`config.mk`:
```
export PLATFORM = sky130hd
export DESIGN_NAME = bin2bcd_seq
export DESIGN_NICKNAME = d
export VERILOG_FILES = /design/src/rtl/bin2bcd_seq.sv
export SDC_FILE = /design/constraint.sdc
export NUM_CORES = 1
export LEC_CHECK = 0
export CAP_MARGIN = 20
export CORE_UTILIZATION = 32
export CTS_CLUSTER_SIZE = 12
export DETAILED_ROUTE_END_ITERATION = 16
export PLACE_DENSITY = 0.61
export SLEW_MARGIN = 20
export SYNTH_ARGS = -nofsm -noshare
export SYNTH_HDL_FRONTEND = slang
export SYNTH_SLANG_ARGS = --single-unit
```
`constraint.sdc`:
```
create_clock -name clk -period 1.7 [get_ports clk]
set_input_delay 0.17 -clock clk [delete_from_list [all_inputs] [get_ports clk]]
set_output_delay 0.17 -clock clk [all_outputs]
set_load 0.02 [all_outputs]
```
`src/rtl/bin2bcd_seq.sv`:
```
// Sequential binary-to-BCD converter (double-dabble), one input bit per clock.
// Define BIN2BCD_BLANK_EN to enable the registered leading-zero blank mask on digit_blank.
module bin2bcd_seq #(
    parameter int BIN_W  = 14,
    parameter int DIGITS = 4
) (
    input  logic                  clk,
    input  logic                  rst,
    input  logic                  start,
    input  logic [BIN_W-1:0]      bin_in,
    output logic                  busy,
    output logic                  done,
    output logic [4*DIGITS-1:0]   bcd_out,
    output logic                  ovf,
    output logic [DIGITS-1:0]     digit_blank
);
    localparam int DW = 4 * DIGITS;
    localparam int CW = $clog2(BIN_W + 1);

    typedef enum logic [1:0] {IDLE, SHIFT, DONE} state_t;

    state_t           state_q, state_d;
    logic [CW-1:0]    cnt_q, cnt_d;
    logic [BIN_W-1:0] bin_q, bin_d;
    logic [DW-1:0]    dig_q, dig_d;
    logic             ovf_s_q, ovf_s_d;
    logic [DW-1:0]    bcd_q, bcd_d;
    logic             ovf_q, ovf_d;
    logic [DW-1:0]    adj;
    logic             capture;

    // Digits never exceed 9, so +3 stays within 4 bits.
    always_comb begin
        adj = dig_q;
        for (int i = 0; i < DIGITS; i++) begin
            if (dig_q[4*i +: 4] >= 4'd5)
                adj[4*i +: 4] = dig_q[4*i +: 4] + 4'd3;
        end
    end

    assign capture = (state_q == SHIFT) && (cnt_q == '0);

    always_comb begin
        state_d = state_q;
        cnt_d   = cnt_q;
        bin_d   = bin_q;
        dig_d   = dig_q;
        ovf_s_d = ovf_s_q;
        bcd_d   = bcd_q;
        ovf_d   = ovf_q;
        case (state_q)
            IDLE, DONE: begin
                state_d = IDLE;
                if (start) begin
                    bin_d   = bin_in;
                    dig_d   = '0;
                    ovf_s_d = 1'b0;
                    cnt_d   = CW'(BIN_W);
                    state_d = SHIFT;
                end
            end
            SHIFT: begin
                if (cnt_q == '0) begin
                    bcd_d   = dig_q;
                    ovf_d   = ovf_s_q;
                    state_d = DONE;
                end else begin
                    dig_d = {adj[DW-2:0], bin_q[BIN_W-1]};
                    bin_d = {bin_q[BIN_W-2:0], 1'b0};
                    if (adj[DW-1])
                        ovf_s_d = 1'b1;
                    cnt_d = cnt_q - 1'b1;
                end
            end
            default: state_d = IDLE;
        endcase
    end

    always_ff @(posedge clk or posedge rst) begin
        if (rst) begin
            state_q <= IDLE;
            cnt_q   <= '0;
            bin_q   <= '0;
            dig_q   <= '0;
            ovf_s_q <= 1'b0;
            bcd_q   <= '0;
            ovf_q   <= 1'b0;
        end else begin
            state_q <= state_d;
            cnt_q   <= cnt_d;
            bin_q   <= bin_d;
            dig_q   <= dig_d;
            ovf_s_q <= ovf_s_d;
            bcd_q   <= bcd_d;
            ovf_q   <= ovf_d;
        end
    end

`ifdef BIN2BCD_BLANK_EN
    logic [DIGITS-1:0] blank_q, blank_d, blank_nxt;
    logic              allz;

    // Scan from the top digit down; digit 0 always stays visible.
    always_comb begin
        blank_nxt = '0;
        allz      = 1'b1;
        for (int i = DIGITS - 1; i >= 1; i--) begin
            allz         = allz & (dig_q[4*i +: 4] == 4'd0);
            blank_nxt[i] = allz;
        end
        blank_d = capture ? blank_nxt : blank_q;
    end

    always_ff @(posedge clk or posedge rst) begin
        if (rst) blank_q <= '0;
        else     blank_q <= blank_d;
    end

    assign digit_blank = blank_q;
`else
    logic unused_capture;
    assign unused_capture = capture;
    assign digit_blank    = '0;
`endif

    assign busy    = (state_q == SHIFT);
    assign done    = (state_q == DONE);
    assign bcd_out = bcd_q;
    assign ovf     = ovf_q;

endmodule

```
==> flow_metrics.tcl <==
set metrics [dict create \
    violations "setup timing" \
    cp.arrival_ps 1920 \
    grt_usage 0.134 \
    fin_crit_ps 1700 \
    synth_common_cells "dfrtp_1, nand2_1, o21ai_0, a31oi_1, nor2_1" \
    synth_flop_cell "dfrtp_1" \
    p_per_area_nw_per_um2 1840 \
    multi_input_area_um2 1050 \
    yosysWarnings 0 \
    maxSlewViolCount 0 \
    cts_buffers 5 \
    clock-sinks 54 \
    final_nets 318 \
    setup_viol 2 \
    max_freq_mhz 588 \
    final_area_um2 3260 \
    finClkSkew_ps 12.8 \
    hpwl_mm 3.64 \
    wl_mm 5.14 \
    reg2reg_slack_ps -2 \
    netlist_top_cells_area "dfrtp_1, nand2_1, ha_1, mux2_2, a31oi_1" \
    min_path_type "in -> async" \
    start_util 0.338 \
    drc 0 \
    antenna_found_initial 0 \
    regArea_um2 1350 \
    seq_area_frac_synth 0.540 \
    dpl_worst_slack_ps -79.5 \
    layout-drive-gt1-share 0.192 \
    r2r_end "bin_q[8]" \
    grt_overflow 0 \
    end_kind "flop" \
    tritoncts "done" \
    cts_buffer_depth 2 \
    final_cells 391 \
    synth_seq_cells 54 \
    r2r_start "cnt_q[0]" \
    synthDistinctLibCells 32 \
    rsz0062_at_grt "yes" \
    async_flop_share 1.00 \
    ios 40 \
    placed_area_um2 3080 \
    rows 31 \
    synth-edff-count 0 \
    ant_nets 0 \
    worstPathMaxFanout 13 \
    drv_cap 0 \
    synth.most_common_cell "dfrtp_1" \
    die_y_um 90.4 \
    leakagePower_nw 1.48 \
    vias_per_cell 4.76 \
    synth.top_cell.area_share 0.540 \
    diodes 0 \
    avgRoutedWirePerCell_um 13.1 \
    first_pass_iters 4 \
    core-area_um2 7410 \
    netlist_area_um2 2500 \
    grt_pass1_wl_mm 8.85 \
    fin_crit_sh 1.00 \
    drt_iter0_markers 85 \
    worst_slack_ps -1.82 \
    hold_violations 0 \
    tns_ps -3.04 \
    htreeDepth 2 \
    area_delta_synth_final_pct 30.1 \
    status "complete, but fails checks" \
    grt_max_degree 28 \
    clock_latency_ps 310 \
    path_class "reg -> reg" \
    worst_setup_path_start_kind "flop" \
    fill_cells 704 \
    dp_cells 382 \
    syn_inst 240 \
    die_area_um2 8180 \
    clkTransAtPathRegs_ps 100 \
    fp.dieW_um 90.4 \
    avgSynthCellArea_um2 10.4 \
    gp_congestion 0.734 \
    yosys.area.top_type "dfrtp_1" \
    root_buffer "clkbuf_8" \
    reg2regPathDepth 7 \
    worstPathRequired_ps 1920 \
    io_buffers 35 \
    grt_pass1_vias 1830 \
    vdd_drop_max_mv 0.598 \
    dr_total_vias 1863 \
]
timing repair:
item                       CTS  global route
gates resized for setup      2            14
hold buffers                 0             0
setup endpoints to repair    5            35
setup buffers                0             0
pin swaps                    0             1
gates cloned                 0             1
power breakdown:
part,leakage (nW),switching [mW],total (mW),internal (mW)
logic,0.752,1.51,2.96,1.45
registers,0.673,0.392,2.24,1.85
clock network,0.0544,0.424,0.799,0.374
logic make-up (layout without fill, tap and decap cells):
kind of cell	after synthesis	in the layout	share of synthesized area
other cells	1	4	0.00150
mux	12	12	0.0525
buf+inv	30	79	0.0590
simple gates	66	66	0.115
flops	54	54	0.540
xor+xnor	6	6	0.0210
fa+ha+maj	10	10	0.0500
compound gates	61	61	0.161
worst max-delay path: stages (launching register included):
cell,delay (ps)
dfrtp_1,400
inv_2,60
ha_2,160
or3b_4,390
a21oi_4,190
inv_4,90
clkbuf_16,180
a31oi_1,150
layer usage:
metal	up-vias	GRT usage	wire, um
met4	0	0.0376	60
li1	929	-	-
met3	6	0.0286	150
met2	38	0.206	2310
met1	890	0.189	2620
met5	-	0	0
how the worst max path moves through the flow:
stage / start / end / slack (ps) / depth (start not counted)
2_1_floorplan: cnt_q[0] / dig_q[4] / -3 / 8
3_3_place_gp: cnt_q[0] / cnt_q[2] / -10 / 6
3_5_place_dp: cnt_q[0] / cnt_q[3] / -80 / 6
4_1_cts: cnt_q[0] / bin_q[1] / 10 / 8
5_1_grt: cnt_q[0] / bin_q[8] / -110 / 7
6_report: cnt_q[0] / bin_q[8] / -2 / 7
sequential cells by signal, summed over array words and instances, names as in the netlist:
| signal | count |
|---|---|
| bcd_out | 16 |
| bin_q | 14 |
| cnt_q | 4 |
| dig_q | 16 |
| ovf | 1 |
| ovf_s_q | 1 |
| state_q | 2 |
metrics by stage:
step / power, mW / hold WS (ps) / utilization
2_1_floorplan: 4.08 / 310 / -
3_3_place_gp: 5.02 / 462 / 0.416
3_5_place_dp: 5.09 / 470 / 0.416
4_1_cts: 5.90 / 198 / 0.431
5_1_grt: 6.53 / 217 / 0.439
6_report: 6.00 / 185 / 0.439
cell usage in the layout (no fill, tap or decap), types with 2 or more instances in the layout:
cell type / count
a211oi_1: 2
a21oi_1: 5
a22o_1: 4
a31oi_1: 15
a32o_1: 4
buf_12: 3
buf_4: 17
clkbuf_8: 7
clkdlybuf4s50_1: 33
conb_1: 4
dfrtp_1: 54
ha_1: 9
inv_1: 10
inv_2: 4
mux2_2: 9
mux2i_1: 3
nand2_1: 39
nand2b_1: 5
nor2_1: 9
nor2_2: 5
nor2b_1: 2
nor3b_1: 2
o21ai_0: 15
o22ai_1: 5
o31ai_1: 4
xnor2_1: 4
xor2_1: 2
area by class of cell:
class                   instances  area share
clock inverters                 1     0.00269
repair buffers                 56       0.173
inverters                      15      0.0181
flip-flops and latches         54       0.415
clock buffers                   7      0.0296
multi-input cells             159       0.323
well taps                      99      0.0380
(Power assumes the default switching activity.)
